**src/rtl/evm_pkg.sv**
```systemverilog
// evm_pkg: shared types and constants for the EVM tally controller
package evm_pkg;
  localparam int NUM_PARTIES = 4;
  typedef logic [1:0] party_t;
  typedef enum logic [2:0] {SETUP, OPEN, LOCK, SEALED, READOUT} state_t;
endpackage

```
**src/rtl/evm_cycle_timer.sv**
```systemverilog
// evm_cycle_timer: loadable down-counter; done is high on the final counted cycle
module evm_cycle_timer #(
  parameter int W = 4
) (
  input  logic         clk,
  input  logic         reset,
  input  logic         load,
  input  logic [W-1:0] value,
  output logic         done
);
  logic [W-1:0] cnt;
  logic         run;
  always_ff @(posedge clk or negedge reset)
    if (!reset) begin
      cnt <= '0;
      run <= 1'b0;
    end else if (load) begin
      cnt <= value;
      run <= 1'b1;
    end else if (run) begin
      if (cnt == '0) run <= 1'b0;
      else cnt <= cnt - W'(1);
    end
  assign done = run && cnt == '0;
endmodule

```
**src/rtl/evm_tally_controller.sv**
```systemverilog
// evm_tally_controller: poll lifecycle FSM owning the per-party and total vote counters
module evm_tally_controller
  import evm_pkg::*;
#(
  parameter int CNT_W       = 8,
  parameter int TOT_W       = 10,
  parameter int LOCKOUT_CYC = 4,
  parameter int HOLD_CYC    = 8
) (
  input  logic             clk,
  input  logic             reset,
  input  logic             officer_ok,
  input  logic             open_poll,
  input  logic             seal_poll,
  input  logic             clear_req,
  input  logic             vote_valid,
  input  party_t           vote_party,
  input  logic             result_req,
  output logic             vote_ack,
  output logic             vote_rej,
  output logic             poll_open,
  output logic             poll_sealed,
  output logic [TOT_W-1:0] total_votes,
  output logic             result_valid,
  output party_t           result_party,
  output logic [CNT_W-1:0] result_count,
  output logic             overflow_flag
);
  localparam int MAXC = LOCKOUT_CYC > HOLD_CYC ? LOCKOUT_CYC : HOLD_CYC;
  localparam int TW = MAXC > 1 ? $clog2(MAXC) : 1;
  localparam logic [TW-1:0] LOCK_LD = TW'(LOCKOUT_CYC - 1);
  localparam logic [TW-1:0] HOLD_LD = TW'(HOLD_CYC - 1);
  state_t                             state;
  logic [NUM_PARTIES-1:0][CNT_W-1:0]  cnt;
  logic                               cnt_full, tot_full, accept, start_ro, next_party;
  logic                               tmr_load, tmr_done;
  logic [TW-1:0]                      tmr_val;
  assign cnt_full   = &cnt[vote_party];
  assign tot_full   = &total_votes;
  assign accept     = state == OPEN && vote_valid && !cnt_full;
  assign start_ro   = state == SEALED && result_req && officer_ok;
  assign next_party = state == READOUT && tmr_done && result_party != party_t'(NUM_PARTIES - 1);
  // LOCK and READOUT never overlap, so one timer serves both countdowns
  assign tmr_load = accept | start_ro | next_party;
  assign tmr_val  = accept ? LOCK_LD : HOLD_LD;
  evm_cycle_timer #(.W(TW)) u_tmr (
    .clk   (clk),
    .reset (reset),
    .load  (tmr_load),
    .value (tmr_val),
    .done  (tmr_done)
  );
  always_ff @(posedge clk or negedge reset)
    if (!reset) begin
      state         <= SETUP;
      cnt           <= '0;
      total_votes   <= '0;
      vote_ack      <= 1'b0;
      vote_rej      <= 1'b0;
      result_valid  <= 1'b0;
      result_party  <= '0;
      overflow_flag <= 1'b0;
    end else begin
      vote_ack <= accept;
      vote_rej <= vote_valid && !accept;
      case (state)
        SETUP: begin
          if (clear_req && officer_ok) begin
            cnt           <= '0;
            total_votes   <= '0;
            overflow_flag <= 1'b0;
          end
          if (open_poll && officer_ok) state <= OPEN;
        end
        OPEN:
          if (vote_valid) begin
            if (cnt_full) overflow_flag <= 1'b1;
            else begin
              cnt[vote_party] <= cnt[vote_party] + CNT_W'(1);
              if (tot_full) overflow_flag <= 1'b1;
              else total_votes <= total_votes + TOT_W'(1);
              state <= LOCK;
            end
          end else if (seal_poll && officer_ok) state <= SEALED;
        LOCK: if (tmr_done) state <= OPEN;
        SEALED:
          if (start_ro) begin
            state        <= READOUT;
            result_valid <= 1'b1;
            result_party <= '0;
          end
        READOUT:
          if (next_party) result_party <= result_party + party_t'(1);
          else if (tmr_done) begin
            state        <= SEALED;
            result_valid <= 1'b0;
          end
        default: state <= SETUP;
      endcase
    end
  assign poll_open    = state == OPEN || state == LOCK;
  assign poll_sealed  = state == SEALED || state == READOUT;
  assign result_count = result_valid ? cnt[result_party] : '0;
endmodule

```
**config.mk**
```make
export PLATFORM = sky130hd
export DESIGN_NAME = evm_tally_controller
export DESIGN_NICKNAME = d
export VERILOG_FILES = /design/src/rtl/evm_pkg.sv /design/src/rtl/evm_cycle_timer.sv /design/src/rtl/evm_tally_controller.sv
export SDC_FILE = /design/constraint.sdc
export NUM_CORES = 1
export LEC_CHECK = 0
export BUFFER_PORTS_ARGS = -buffer_cell sky130_fd_sc_hd__buf_2
export CORE_MARGIN = 2
export CORE_UTILIZATION = 60
export DETAILED_ROUTE_END_ITERATION = 10
export PLACE_DENSITY = 0.84
export SKIP_LAST_GASP = 1
export SLEW_MARGIN = 30
export SYNTH_ARGS = -nofsm -noshare
export SYNTH_HDL_FRONTEND = slang
export SYNTH_HIERARCHICAL = 1
export SYNTH_SLANG_ARGS = --single-unit
export TNS_END_PERCENT = 10
```
**constraint.sdc**
```tcl
create_clock -name clk -period 4.7 [get_ports clk]
set_clock_uncertainty 0.1 [all_clocks]
set_input_delay 0.94 -clock clk [delete_from_list [all_inputs] [get_ports clk]]
set_output_delay 0.94 -clock clk [all_outputs]
set_load 0.005 [all_outputs]
```
==> results.json <==
{
  "outcome": "finished clean",
  "vias": 2670,
  "post_cts_buffers": 0,
  "overflow": 0,
  "synth_area_leaders": "dfrtp_1, mux4_2, o31ai_1",
  "drt-pass1-iter-count": 4,
  "gp_congestion": 0.913,
  "period_share_pct": 74.1,
  "track_usage_pct": 26.7,
  "synth_common_cells": "dfrtp_1, nand2_1, nor2_1",
  "ys_types": 61,
  "drcViolationCount": 0,
  "netlist_area_sq_um": 3430,
  "clk_path_buf_depth": 2,
  "ios": 36,
  "cellPowerDensity_nw_per_um2": 406,
  "antenna_found_initial": 0,
  "insertedDiodeCount": 0,
  "yosysTopAreaCell": "dfrtp_1",
  "drv_cap": 0,
  "rsz0062_at_grt": "no",
  "min_path_type": "reg2reg",
  "postSynthAreaPerCell_sq_um": 10.8,
  "slew_violations": 0,
  "numCtsBuffers": 5,
  "root_buffer": "clkbuf_8",
  "arrival_ns": 3.60,
  "routed_wl_microns": 7650,
  "ant_nets": 0,
  "tns_ns": 0,
  "fin_util_pct": 67.9,
  "place_inst": 411,
  "synth-edff-count": 0,
  "slew_headroom_pct": 45.4,
  "crit_required_ns": 4.81,
  "grt_pass1_wl_microns": 13100,
  "timing.fmax_mhz": 287,
  "synthArstFlopShare_pct": 100,
  "synth_top_area_share_pct": 40.1,
  "ctsResizeCount": 0,
  "h-tree-depth": 2,
  "drive_above_1_share_pct": 23.6,
  "floorplan.initialDensity_pct": 62.3,
  "core_area_sq_um": 5510,
  "setup_violations": 0,
  "synth_most_common_cell": "dfrtp_1",
  "worstSetupStartpointType": "input port",
  "clk_pin_slew_worst_paths_ns": 0.10,
  "ir_drop_uv": 214,
  "viasPerCell": 6.37,
  "syn_inst": 316,
  "grt_max_degree": 56,
  "die_area_sq_um": 6330,
  "worst-path-max-fanout": 20,
  "fp.dieH_microns": 79.6,
  "instances_no_fill": 419,
  "end_kind": "register",
  "criticalPathCategory": "in2reg",
  "cts_tree": "done",
  "io_buffers": 35,
  "avgRoutedWirePerCell_microns": 18.3,
  "area_growth_pct": 9.01,
  "die_w_microns": 79.6,
  "ys_ff_latch": 55,
  "holdWs_ns": 0.397,
  "ys_seq_area_share_pct": 40.1,
  "worst_slew_pin_slew_ns": 0.815,
  "ctsHoldBuffers": 0,
  "final_nets": 361,
  "leakage_nw": 1.64,
  "synth_warnings": 6,
  "rows": 27,
  "finalHoldViolations": 0,
  "clock_latency_ns": 0.32,
  "grt_pass1_vias": 2730,
  "period_minus_slack_ns": 3.48,
  "clkSinkCount": 55,
  "ys.flop_type": "dfrtp_1",
  "drt_first_iter_violations": 258,
  "hpwl_microns": 5480
}
==> kinds of logic after synthesis <==
logic type      Yosys count  synth area share, %
flops                    55                 40.1
mux                      37                 17.5
compound gates           78                 18.9
other cells               1                0.109
buf+inv                  24                 3.36
simple gates            108                 16.1
xor+xnor                  8                 2.04
fa+ha+maj                 5                 1.82
==> registers in the layout, summed over array words and instances (netlist names), 2 cells and up <==
name and flops:
result_party 2, cnt 32, u_tmr/cnt 3, state 3, total_votes 10
==> cell usage in the layout, fill, tap and decap left out, types with 4 or more instances in the layout <==
cell type and instances:
o211ai_1 11, clkbuf_8 6, dfrtp_1 55, nand2b_1 4, a21oi_1 6, o31ai_1 19
a31oi_1 5, nor3_1 4, nor2_1 29, xnor2_1 5, nand2_1 32, and2_1 10
mux2i_1 6, mux2_1 12, nand3_1 8, buf_2 35, mux4_2 15, o21ai_1 5
o2bb2ai_1 8, inv_1 8, ha_1 5
==> worst max-delay path: stages <==
cell and delay, ns:
buf_2 0.39, mux4_2 0.40, ha_1 0.23, nand2_1 0.09, o22ai_1 0.32, a41o_4 0.47
inv_8 0.12, a21oi_4 0.29, mux2_4 0.33
==> metrics by stage <==
stage                     area [sq um]  setup WS, ns  total power (W)
after floorplan                   3430          1.40          0.00108
after global placement            3640          1.01          0.00122
after detailed placement          3640         0.913          0.00124
after CTS                         3740          1.24          0.00152
after global routing              3740          1.06          0.00163
final                             3740          1.22          0.00152
==> final cells by class <==
class	count	area, sq um
flip-flops and latches	55	1380
well taps	72	90.1
repair buffers	37	190
inverters	9	41.3
clock buffers	6	82.6
clock inverters	2	16.3
multi-input cells	238	1940
fillers	431	1770
==> power by group <==
part | internal, W | switching [W]
sequential | 0.000545 | 0.000114
clock | 0.000121 | 0.000159
combinational | 0.000247 | 0.000330
==> path summary, 6_finish.rpt <==
check / slack, ns / end / cells past startpoint / start
max: 1.22 / cnt[2] / 9 / vote_party[0]
min: 0.40 / total_votes[9] / 1 / total_votes[9]
max reg2reg: 1.91 / cnt[2] / 8 / cnt[8]
min reg2reg: 0.40 / total_votes[9] / 1 / total_votes[9]
max in group asynchronous: 3.40 / total_votes[1] / 2 / reset
min in group asynchronous: 0.64 / u_tmr/cnt[0] / 2 / reset
==> layer usage <==
layer / GRT usage [%] / up-vias / share of wire, %
met5: 0 / - / 0
li1: - / 1239 / -
met4: 8.28 / 0 / 1.2
met3: 4.75 / 9 / 6.5
met1: 36.7 / 1331 / 44
met2: 43.3 / 91 / 48
(Power assumes the default switching activity.)
